`config.mk`:
```
export PLATFORM = sky130hd
export DESIGN_NAME = dsi_hs_lanes_sequencer
export DESIGN_NICKNAME = d
export VERILOG_FILES = /design/src/rtl/dsi_hs_pkg.sv /design/src/rtl/dsi_hs_lane_tail.sv /design/src/rtl/dsi_hs_lanes_sequencer.sv
export SDC_FILE = /design/constraint.sdc
export NUM_CORES = 1
export LEC_CHECK = 0
export ABC_CLOCK_PERIOD_IN_PS = 2500
export BUFFER_PORTS_ARGS = -buffer_cell sky130_fd_sc_hd__clkbuf_2
export CORE_MARGIN = 3
export CORE_UTILIZATION = 52
export DETAILED_ROUTE_END_ITERATION = 7
export PLACE_DENSITY = 0.95
export SYNTH_ARGS = -nofsm -noshare
export SYNTH_HDL_FRONTEND = slang
export SYNTH_SLANG_ARGS = --single-unit
```
`constraint.sdc`:
```
create_clock -name clk -period 2.5 [get_ports clk]
set_input_delay 0.25 -clock clk [delete_from_list [all_inputs] [get_ports clk]]
set_output_delay 0.25 -clock clk [all_outputs]
set_load 0.01 [all_outputs]
```
`src/rtl/dsi_hs_pkg.sv`:
```
// rtl/dsi_hs_pkg.sv - shared types and constants for the DSI HS lane sequencer
package dsi_hs_pkg;

  localparam int         HS_LANES  = 4;
  localparam logic [7:0] SYNC_BYTE = 8'hB8;

  typedef enum logic [2:0] {IDLE, PREP, ZERO, SYNC, DATA, TRAIL, EXIT} hs_state_t;

  // What a lane puts on its byte output in the current cycle
  typedef enum logic [2:0] {LM_OFF, LM_ZERO, LM_SYNC, LM_DATA, LM_TRAIL} lane_mode_t;

  function automatic int max3(input int a, input int b, input int c);
    int m;
    m = (a > b) ? a : b;
    return (m > c) ? m : c;
  endfunction

endpackage

```
`src/rtl/dsi_hs_lane_tail.sv`:
```
// rtl/dsi_hs_lane_tail.sv - per-lane done flag, trail byte and output byte mux
module dsi_hs_lane_tail
  import dsi_hs_pkg::*;
(
  input  logic       clk,
  input  logic       rst_n,
  input  lane_mode_t mode,
  input  logic       clear,
  input  logic       force_done,
  input  logic       strb,
  input  logic [7:0] data_byte,
  output logic       done_nat,
  output logic [7:0] byte_q
);

  logic       done_q, done_d;
  logic [7:0] trail_q, trail_d;
  logic [7:0] byte_d;

  // done_nat excludes force_done so the watchdog can decide on it without a loop
  assign done_nat = done_q | ((mode == LM_DATA) & strb);

  always_comb begin
    done_d  = done_q;
    trail_d = trail_q;
    byte_d  = 8'h00;
    case (mode)
      LM_ZERO:  byte_d = 8'h00;
      LM_SYNC:  byte_d = SYNC_BYTE;
      LM_DATA: begin
        if (done_q) begin
          byte_d = trail_q;
        end else begin
          byte_d = data_byte;
          if (strb) begin
            done_d  = 1'b1;
            trail_d = {8{~data_byte[7]}};
          end else if (force_done) begin
            done_d  = 1'b1;
            trail_d = 8'h00;
          end
        end
      end
      LM_TRAIL: byte_d = trail_q;
      default:  byte_d = 8'h00;
    endcase
    if (clear) begin
      done_d  = 1'b0;
      trail_d = 8'h00;
    end
  end

  always_ff @(posedge clk or negedge rst_n) begin
    if (!rst_n) begin
      done_q  <= 1'b0;
      trail_q <= 8'h00;
      byte_q  <= 8'h00;
    end else begin
      done_q  <= done_d;
      trail_q <= trail_d;
      byte_q  <= byte_d;
    end
  end

endmodule

```
`src/rtl/dsi_hs_lanes_sequencer.sv`:
```
// rtl/dsi_hs_lanes_sequencer.sv - one 4-lane DSI HS burst per start pulse
// Optional payload watchdog enabled by HS_LANES_WATCHDOG_EN.
module dsi_hs_lanes_sequencer
  import dsi_hs_pkg::*;
#(
  parameter int T_PREP    = 4,
  parameter int T_ZERO    = 6,
  parameter int T_TRAIL   = 4,
  parameter int MAX_WORDS = 1024
) (
  input  logic        clk,
  input  logic        rst_n,
  input  logic        start,
  output logic        busy,
  output logic        repacker_enable,
  output logic        data_req,
  input  logic [31:0] data_in,
  input  logic [3:0]  last_strb,
  output logic [3:0]  hs_request,
  output logic [3:0]  hs_valid,
  output logic [31:0] hs_data,
  output logic        error
);

  localparam int CW = $clog2(max3(T_PREP, T_ZERO, T_TRAIL) + 1);

  hs_state_t     state_q, state_d;
  logic [CW-1:0] cnt_q, cnt_d;
  logic          busy_q, busy_d;
  logic          enable_q, enable_d;
  logic          req_q, req_d;
  logic [3:0]    hs_request_q, hs_request_d;
  logic [3:0]    hs_valid_q, hs_valid_d;

  lane_mode_t            mode;
  logic [HS_LANES-1:0]   done_nat;
  logic                  abort;
  logic                  all_done;

  assign all_done = (&done_nat) | abort;

`ifdef HS_LANES_WATCHDOG_EN
  localparam int WW = $clog2(MAX_WORDS + 1);

  logic [WW-1:0] word_cnt_q, word_cnt_d;
  logic          error_q, error_d;

  assign abort = (state_q == DATA) && (word_cnt_q == WW'(MAX_WORDS - 1)) && !(&done_nat);

  always_comb begin
    word_cnt_d = (state_q == DATA) ? word_cnt_q + WW'(1) : '0;
    error_d    = abort;
  end

  always_ff @(posedge clk or negedge rst_n) begin
    if (!rst_n) begin
      word_cnt_q <= '0;
      error_q    <= 1'b0;
    end else begin
      word_cnt_q <= word_cnt_d;
      error_q    <= error_d;
    end
  end

  assign error = error_q;
`else
  assign abort = 1'b0;
  assign error = 1'b0;
`endif

  always_comb begin
    state_d = state_q;
    cnt_d   = (cnt_q != '0) ? cnt_q - CW'(1) : cnt_q;
    case (state_q)
      IDLE: if (start) begin
        state_d = PREP;
        cnt_d   = CW'(T_PREP - 1);
      end
      PREP: if (cnt_q == '0) begin
        state_d = ZERO;
        cnt_d   = CW'(T_ZERO - 1);
      end
      ZERO:  if (cnt_q == '0) state_d = SYNC;
      SYNC:  state_d = DATA;
      DATA: if (all_done) begin
        state_d = TRAIL;
        cnt_d   = CW'(T_TRAIL - 1);
      end
      TRAIL: if (cnt_q == '0) state_d = EXIT;
      EXIT:  state_d = IDLE;
      default: state_d = IDLE;
    endcase

    busy_d       = (state_d != IDLE);
    hs_request_d = (state_q inside {PREP, ZERO, SYNC, DATA, TRAIL}) ? 4'hF : 4'h0;
    hs_valid_d   = (state_q inside {ZERO, SYNC, DATA, TRAIL}) ? 4'hF : 4'h0;
    enable_d     = (state_q inside {ZERO, SYNC, DATA, TRAIL});
    req_d        = (state_q == DATA) && !all_done;

    case (state_q)
      ZERO:    mode = LM_ZERO;
      SYNC:    mode = LM_SYNC;
      DATA:    mode = LM_DATA;
      TRAIL:   mode = LM_TRAIL;
      default: mode = LM_OFF;
    endcase
  end

  always_ff @(posedge clk or negedge rst_n) begin
    if (!rst_n) begin
      state_q      <= IDLE;
      cnt_q        <= '0;
      busy_q       <= 1'b0;
      enable_q     <= 1'b0;
      req_q        <= 1'b0;
      hs_request_q <= 4'h0;
      hs_valid_q   <= 4'h0;
    end else begin
      state_q      <= state_d;
      cnt_q        <= cnt_d;
      busy_q       <= busy_d;
      enable_q     <= enable_d;
      req_q        <= req_d;
      hs_request_q <= hs_request_d;
      hs_valid_q   <= hs_valid_d;
    end
  end

  for (genvar i = 0; i < HS_LANES; i++) begin : g_lane
    dsi_hs_lane_tail u_tail (
      .clk        (clk),
      .rst_n      (rst_n),
      .mode       (mode),
      .clear      (state_q == IDLE),
      .force_done (abort),
      .strb       (last_strb[i]),
      .data_byte  (data_in[8*i +: 8]),
      .done_nat   (done_nat[i]),
      .byte_q     (hs_data[8*i +: 8])
    );
  end

  assign busy            = busy_q;
  assign repacker_enable = enable_q;
  assign data_req        = req_q;
  assign hs_request      = hs_request_q;
  assign hs_valid        = hs_valid_q;

endmodule
```
======== Word level (Yosys, flattened, before mapping) ========
Cells that the tools add are included.
word-level totals
  input port bits ......................... 39
  flip-flop bits (word level) ............. 85
  bits in read-only memories .............. 0
  bits in latches ......................... 0
  memories ................................ 0
  output and inout port bits .............. 44
  logic and storage cells ................. 116
  bits in writable memories ............... 0
cells by class
  reduce and logical (&&, ||, !) cells .... 18
  $mul .................................... 0
  bitwise gates (word level) .............. 12
  equality and inequality tests ........... 12
  $lt $le $gt $ge ......................... 0
  add/sub/neg operators ................... 1
  multiplexer cells ....................... 54
  div/mod/pow operators ................... 0
  shift-type cells ........................ 0
operator list
  operator               count
  $mux W8                20
  $pmux W8 S3            4
  $mux W3                9
  $pmux W3 S6            1
  $mux W1                16
  $eq A3 B2 Y1 const B   4
  $pmux W3 S4            1
  $reduce_and A3 Y1      4
  $reduce_bool A2 Y1     5
  $eq A3 B3 Y1 const B   3
  $pmux W3 S3            1
  $mux W4                2
  $logic_not A3 Y1       2
  $ne A2 B2 Y1 const B   3
  $reduce_bool A3 Y1     2
  $reduce_bool A5 Y1     1
  $and A1 B1 Y1          4
  $not A1 Y1             4
  $or A1 B1 Y1           4
  $reduce_and A4 Y1      1
  $reduce_bool A4 Y1     1
  $eq A3 B1 Y1 const B   1
  $sub A3 B1 Y3 const B  1
  $ne A2 B1 Y1 const B   1
  other kinds (2)        2

======== Logic depth before layout (Yosys ltp) ========
Gate-level depths: netlist (run 1).
  word-level depth ........................ 9
  gate-level depth with buffers ........... 7
  depth with buffers taken out ............ 7

======== Cells and area by module ========
A second synthesis (run 1) with hierarchy kept.
unflattened totals
  cells, all modules ...................... 255
  area, all modules ....................... 2563.7 um2
by module, submodules not included
  module                  area each (um2)  instances  cells an instance  sequential area each (um2)
  dsi_hs_lane_tail        474.2            4          46                 250.2
  dsi_hs_lanes_sequencer  666.9            1          71                 250.2

======== Worst setup path after synthesis (run 1) ========
No wires, ideal clock.
  kind .................................... reg2reg
  start ................................... reg state_q[1]
  end ..................................... reg cnt_q[2]
  arrival time ............................ 1.330 ns
  buffers on the path ..................... 1
  period minus slack after synthesis ...... 1.450 ns
  data required time ...................... 2.380 ns
  cell stages (with the launch flop) ...... 5
  setup slack ............................. 1.050 ns
  library setup time ...................... 0.120 ns
  path through ............................ dfrtp_1 nand2b_4 buf_6 or4_4 and4_1
between the ends
  word-level cells in the longest chain between the ends .. 8
  elaborated cells between the ends (all ways) .. 19
  classes of those cells .................. eq/ne (6); mux (3); bitwise (8); reduce/logical (2)
RTL lines
  item                                  line                           text
  start, declared                       dsi_hs_lanes_sequencer.sv:27   hs_state_t state_q, state_d;
  start signal, assigned                dsi_hs_lanes_sequencer.sv:119  state_q <= state_d;
  $eq A3 B3 Y1 (tied with other cells)  dsi_hs_lanes_sequencer.sv:100  case (state_q)
  $pmux W3 S4                           dsi_hs_lanes_sequencer.sv:100
  $eq A3 B2 Y1                          dsi_hs_lane_tail.sv:21         assign done_nat = done_q | ((mode == LM_DATA) & strb);
  $and A1 B1 Y1                         dsi_hs_lane_tail.sv:21
  $or A1 B1 Y1                          dsi_hs_lane_tail.sv:21
  $reduce_and A4 Y1                     dsi_hs_lanes_sequencer.sv:40   assign all_done = (&done_nat) | abort;
  $mux W3                               dsi_hs_lanes_sequencer.sv:85   DATA: if (all_done) begin
  $pmux W3 S3 (*)                       dsi_hs_lanes_sequencer.sv:74   case (state_q)
  via cnt_d[2]                          dsi_hs_lanes_sequencer.sv:28   logic [CW-1:0] cnt_q, cnt_d;
  end signal, assigned                  dsi_hs_lanes_sequencer.sv:120  cnt_q <= cnt_d;
  end, declared                         dsi_hs_lanes_sequencer.sv:28
The timed path passes the listed nets; every way through them passes the cells marked *.
A chain may end at the register's enable or synchronous reset.

======== Final worst setup path (run 1) ========
Ends and elaborated chain as after synthesis.

==> impl_metrics.csv, run 1 <==
group,metric,value,unit
pwr,clkPwrFrac,0.167,
critical_path,start_kind,"flop",
critical_path,timing.rr.start,"state_q[1]$_DFF_PN0_",
global_routing,grt_pass1_wl,8070,um
drt,postRouteAntennaNets,0,
pwr,powerDensity,1260,mW/mm^2
global_routing,grt_pass1_vias,1770,
drt,drt_wl_total,4980,um
logic_synthesis,syn_area,0.00216,mm^2
critical_path,worstPathMaxFanout,36,
cts,ctsHtreeMaxLevel,2,
sta,slew_headroom,0.477,
sta,drv_slew,0,
sta,finClkSkew,4.16,ps
pwr,p_leak,1.36,nW
critical_path,crit_slowest_cell,"or4_4",
sta,layout_min_cycle_time,1790,ps
drt,vias,1858,
sta,final.setup.tns,0,ps
critical_path,ff2ff_setup_slack,710,ps
cts,postCtsHoldBufs,0,
critical_path,critPathLaunch,"state_q[1]$_DFF_PN0_",
logic_synthesis,synth-xor-area-share,0,
finish,layout-drive-gt1-share,0.326,
sta,fin_hold_ws,28.2,ps
global_routing,grt_max_degree,51,
drt,first_pass_iters,5,
finish,areaGrowthSynthToFinish,22.2,%
drt,via_per_inst,5.58,
critical_path,critPathMaxStageDelay,610,ps
sta,rsz0062_at_grt,"no",
drt,dr.first_iter.drc_count,173,
die,die-height,70.4,um
critical_path,end_kind,"flop",
die,die_w,70.4,um
logic_synthesis,synthAdderAreaFrac,0.0174,
pwr,power_frac_comb,0.421,
die,core_area,0.00383,mm^2
cts,cts_setup_buffers,0,
job,drv_cap,0,
pwr,p_int,1.99,mW
finish,fin_cells,333,
cts,clk_latency,300,ps
finish,diodes,0,
logic_synthesis,synth_compound_area_frac,0.194,
logic_synthesis,syn_avg_cell_area,10.2,um^2
logic_synthesis,ys_ff_latch,50,
finish,nets,326,
logic_synthesis,syn-num-nets,253,
sta,worst_slew_pin_slew,785,ps
logic_synthesis,synth_top_family_by_area,"compound AO/OA/AOI/OAI gates",
die,ios,83,
logic_synthesis,synthMuxAreaShare,0,
cts,path_clk_slew,80,ps
min_path,holdCritPathClass,"input port to asynchronous set/reset pin",
pwr,power_frac_seq,0.413,
drt,drc,0,
finish,fill_cells,281,
drt,routedWlPerCell,15.0,um
placement,dpl.hpwl,3590,um
die,num_rows,22,
placement,port_buffers,81,
sta,hold_violations,0,
cts,cts_tree,"done",
logic_synthesis,syn_inst,211,
pwr,p_sw_frac,0.401,
critical_path,path_class,"flop to flop",
cts,cts_resized,0,
global_routing,antenna_found_initial,0,
sta,finalCritPeriodShare,0.716,
cts,root_buffer,"clkbuf_8",
pwr,p_total,3.31,mW
die,die_area,0.00496,mm^2
pwr,p_switching,1.33,mW
sta,setup_viol,0,
critical_path,cp.required,2700,ps
placement,place.gp.congestion,0.813,
sta,fmax,559,MHz
cts,cts.sinks,50,
cts,clk_path_buf_depth,2,
cts,cts_made_buffers,5,
global_routing,gr-usage-all-layers,0.208,
critical_path,cp.arrival,1990,ps
pwr,ir_worst_vdd,0.000566,V
global_routing,overflow,0,
critical_path,path_cells,"nand2b_4 -> or4_4 -> and4_1",
placement,placedCellCount,325,
logic_synthesis,synth-simple-area-share,0.150,
die,initial_core_util,0.564,
logic_synthesis,synth.distinct_cells,31,
logic_synthesis,synth_warnings,0,
outcome,status,"complete, no violations",
logic_synthesis,seq_area_frac_synth,0.579,
## flip-flops by register name, summed over array words and instances, names as in the netlist, 3 cells and up
name	count
state_q	3
g_lane.u_tail.byte_q	32
g_lane.u_tail.done_q	4
cnt_q	3
g_lane.u_tail.trail_q	4
## power groups by stage
stage,registers [mW],logic (mW),clock network (mW)
6_report,1.37,1.39,0.552
5_1_grt,1.42,1.54,0.601
4_1_cts,1.37,1.40,0.558
3_5_place_dp,1.38,1.38,0
3_3_place_gp,1.36,1.30,0
2_1_floorplan,1.39,0.930,0
## cell families (layout without fill, tap and decap cells)
kind of cell               after synthesis  after routing
other                                    1              1
buffers and inverters                   21             95
adders and majority gates                3              3
AOI/OAI and AO/OA                       75             75
DFF                                     50             50
and+or+nand+nor                         61             61
## per-layer routing
metal,track usage,up-vias,wire length [um]
met3,0.0576,14,429
li1,-,877,-
met1,0.252,879,1950
met4,0.0979,0,109
met5,0,-,0
met2,0.340,88,2490
## critical path, delay by kind of cell, from the launching register on
kind / cells / cell delay, ps
flip-flops: 1 / 530
AND/OR/NAND/NOR: 3 / 1150
## cell type report
type	count	area, um^2	share of cell area
Clock inverter	1	30.0	0.0114
Timing Repair Buffer	84	428	0.162
Sequential cell	50	1250	0.474
Clock buffer	7	76.3	0.0289
Inverter	3	11.3	0.00427
Tap cell	48	60.1	0.0227
Multi-Input combinational cell	140	783	0.297
## cells in the mapped netlist (all sizes together)
cell type,number,share of area
buf,14,0.046
a21o,1,0.0035
a211o,1,0.0041
ha,3,0.017
and3b,4,0.016
o21ai,21,0.049
nor2,31,0.054
nand2,5,0.0087
o22ai,3,0.0087
nor4b,4,0.016
clkbuf,4,0.0070
and3,1,0.0029
and4,1,0.0041
or4,1,0.0052
a311o,1,0.0046
nand2b,3,0.012
dfrtp,50,0.58
nor2b,3,0.0087
or2,1,0.0029
or3,1,0.0029
conb,1,0.0017
inv,3,0.0052
o21a,4,0.014
nor3,2,0.0046
and2,4,0.012
o2111ai,2,0.0081
a21oi,38,0.088
a211oi,4,0.014
## cells in the final DEF (no fill, tap or decap), types with 3 or more instances in the layout
cell type,netlist,routed
a21oi_1,38,38
dfrtp_1,50,50
buf_4,9,3
ha_1,3,3
clkbuf_8,0,5
nor4b_1,4,4
inv_1,3,3
and3b_1,4,4
o21ai_0,21,21
nor2b_1,3,3
o22ai_1,3,3
a211oi_1,4,4
nor2_1,31,31
o21a_1,4,4
nand2_1,5,5
clkbuf_2,0,81
and2_1,4,4
## final timing paths
path                                                      endpoint  cells after the start
max                                             cnt_q[2]$_DFF_PN0_                      3
min                           g_lane[2].u_tail.byte_q[0]$_DFF_PN0_                      2
max reg2reg                                     cnt_q[2]$_DFF_PN0_                      3
min reg2reg                g_lane[2].u_tail.trail_q[6]$_DFFE_PN0P_                      2
max in group asynchronous     g_lane[1].u_tail.byte_q[5]$_DFF_PN0_                      2
min in group clk           g_lane[2].u_tail.trail_q[6]$_DFFE_PN0P_                      2
## metrics by stage
step / cell area [um^2] / utilization / setup slack (ps)
after CTS: 2640 / 0.690 / 710
final: 2640 / 0.690 / 710
after global placement: 2530 / 0.662 / 787
after detailed placement: 2530 / 0.662 / 733
after floorplan: 2160 / - / 1050
after global routing: 2640 / 0.690 / 601
(Power assumes the default switching activity.)
==> run 2, diff against run 1 <==
--- a/config.mk
+++ b/config.mk
@@ -5,12 +5,12 @@
 export SDC_FILE = /design/constraint.sdc
 export NUM_CORES = 1
 export LEC_CHECK = 0
-export ABC_CLOCK_PERIOD_IN_PS = 2500
+export ABC_CLOCK_PERIOD_IN_PS = 1500
 export BUFFER_PORTS_ARGS = -buffer_cell sky130_fd_sc_hd__clkbuf_2
 export CORE_MARGIN = 3
-export CORE_UTILIZATION = 52
+export CORE_UTILIZATION = 43
 export DETAILED_ROUTE_END_ITERATION = 7
-export PLACE_DENSITY = 0.95
+export PLACE_DENSITY = 0.85
 export SYNTH_ARGS = -nofsm -noshare
 export SYNTH_HDL_FRONTEND = slang
 export SYNTH_SLANG_ARGS = --single-unit
==> constraint.sdc (replaced) <==
create_clock -name clk -period 1.5 [get_ports clk]
set_input_delay 0.15 -clock clk [delete_from_list [all_inputs] [get_ports clk]]
set_output_delay 0.15 -clock clk [all_outputs]
set_load 0.01 [all_outputs]
==> impl_metrics.csv, run 2 (synthesized netlist as in run 1, its figures left out) <==
group,metric,value,unit
pwr,p_total,5.83,mW
finish,areaGrowthSynthToFinish,30.6,%
pwr,p_leak,1.43,nW
critical_path,worstPathMaxFanout,4,
drt,postRouteAntennaNets,0,
drt,vias,1830,
die,ios,83,
placement,dpl_worst_slack,7.70,ps
die,initial_core_util,0.451,
finish,regMostFlops,"g_lane.u_tail.byte_q",
finish,largest_reg_flops,32,
drt,first_pass_iters,4,
cts,cts_tree,"done",
critical_path,critPathMaxStageDelay,400,ps
sta,fmax,702,MHz
critical_path,path_class,"flop to flop",
pwr,ir_worst_vdd,0.000850,V
finish,final_cell_mix,"clkbuf_2 (81), dfrtp_1 (50), a21oi_1 (37)",
cts,cts_made_buffers,5,
critical_path,cp.required,1680,ps
finish,top_regs,"g_lane.u_tail.byte_q: 32 flops, g_lane.u_tail.done_q: 4 flops, g_lane.u_tail.trail_q: 4 flops",
global_routing,grt_pass1_wl,8140,um
cts,cts.sinks,50,
placement,dpl.hpwl,3560,um
die,core_area,0.00479,mm^2
global_routing,overflow,0,
min_path,holdCritPathClass,"input port to flop",
cts,path_clk_slew,80,ps
finish,diodes,0,
outcome,status,"complete, no violations",
drt,via_per_inst,5.01,
drt,drt_wl_total,4980,um
global_routing,grt_pass1_vias,1743,
sta,layout_min_cycle_time,1420,ps
die,die-height,76.9,um
finish,final_common_cell,"clkbuf_2",
cts,root_buffer,"clkbuf_8",
sta,finalCritPeriodShare,0.950,
placement,place.gp.congestion,0.794,
critical_path,end_kind,"flop",
critical_path,path_cells,"inv_2 -> ha_2 -> nor2b_4 -> inv_2 -> ha_1 -> a21oi_2 -> o21ai_0",
placement,port_buffers,81,
die,die_area,0.00591,mm^2
sta,setup_viol,0,
global_routing,grt_max_degree,51,
drt,drc,0,
drt,dr.first_iter.drc_count,101,
job,drv_cap,0,
cts,ctsHtreeMaxLevel,2,
critical_path,crit_path_frequent_cell,"inv_2",
global_routing,antenna_found_initial,0,
drt,routedWlPerCell,13.6,um
pwr,powerDensity,2070,mW/mm^2
cts,clk_path_buf_depth,2,
sta,finClkSkew,6.45,ps
finish,layout-drive-gt1-share,0.393,
global_routing,gr-usage-all-layers,0.169,
finish,nets,339,
die,die_w,76.9,um
sta,setup_slack,75.2,ps
critical_path,start_kind,"flop",
critical_path,crit_slowest_cell,"dfrtp_1",
sta,hold_violations,0,
finish,fin_util,0.589,
sta,drv_slew,0,
die,num_rows,25,
cts,clk_latency,300,ps
critical_path,cp.arrival,1600,ps
## run 2: cell count changes in the layout (fill, tap and decap cells not counted), sizes merged
cell         before  now
dlygate4sd3       0    1
buf               3   15
## run 2: routing by layer
| metal | share of wire | routed length [um] | GRT usage |
|---|---|---|---|
| met4 | 0.0096 | 48 | 0.0417 |
| met5 | 0 | 0 | 0 |
| met2 | 0.49 | 2430 | 0.283 |
| met1 | 0.43 | 2160 | 0.215 |
| met3 | 0.069 | 344 | 0.0481 |
## run 2: repair_timing
action                     in CTS  in global routing
setup buffers                   0                  1
hold endpoints to repair       50                  0
resized for setup               1                 16
pin swaps                       0                  0
setup endpoints to repair       1                 18
hold buffers                    1                  0
## run 2: per-stage QoR
stage          area [um^2]  TNS [ps]  cells  hold WS, ps
6_report              2820         0    365         41.6
5_1_grt               2820     -50.5    365         46.8
4_1_cts               2770         0    364         38.6
3_5_place_dp          2650         0    355          167
3_3_place_gp          2650         0    355          162
2_1_floorplan         2160         0    211         -146
## run 2: area by class of cell
cell class / instances / area (um^2)
multi-input combinational: 140 / 827
timing repair buffer: 97 / 541
fill: 420 / 1970
tap: 67 / 83.8
inverter: 3 / 11.3
clock buffer: 7 / 76.3
clock inverter: 1 / 30.0
sequential: 50 / 1250
## run 2: worst paths after layout
path                                      start                                 endpoint  slack (ps)  cells after the start
setup / recovery             cnt_q[0]$_DFF_PN0_                       cnt_q[0]$_DFF_PN0_          80                      7
hold / removal                      data_in[15]  g_lane[1].u_tail.trail_q[6]$_DFFE_PN0P_          40                      2
setup reg to reg             cnt_q[0]$_DFF_PN0_                       cnt_q[0]$_DFF_PN0_          80                      7
hold reg to reg            state_q[0]$_DFF_PN0_                     state_q[2]$_DFF_PN0_         570                      2
max in group asynchronous                 rst_n                       cnt_q[0]$_DFF_PN0_         890                      3
min in group asynchronous                 rst_n     g_lane[1].u_tail.byte_q[4]$_DFF_PN0_         370                      3
## run 2: worst max-delay path: cells and delay by family (launching register included)
kind	cells	cell delay, ps
compound gates	2	170
fa+ha+maj	2	460
buf+inv	2	130
flops	1	400
simple gates	1	150
## run 2: report_power, final
group	internal (mW)	total, mW	switching [mW]
Sequential	1.87	2.16	0.286
Combinational	1.17	2.75	1.58
Clock	0.499	0.921	0.422
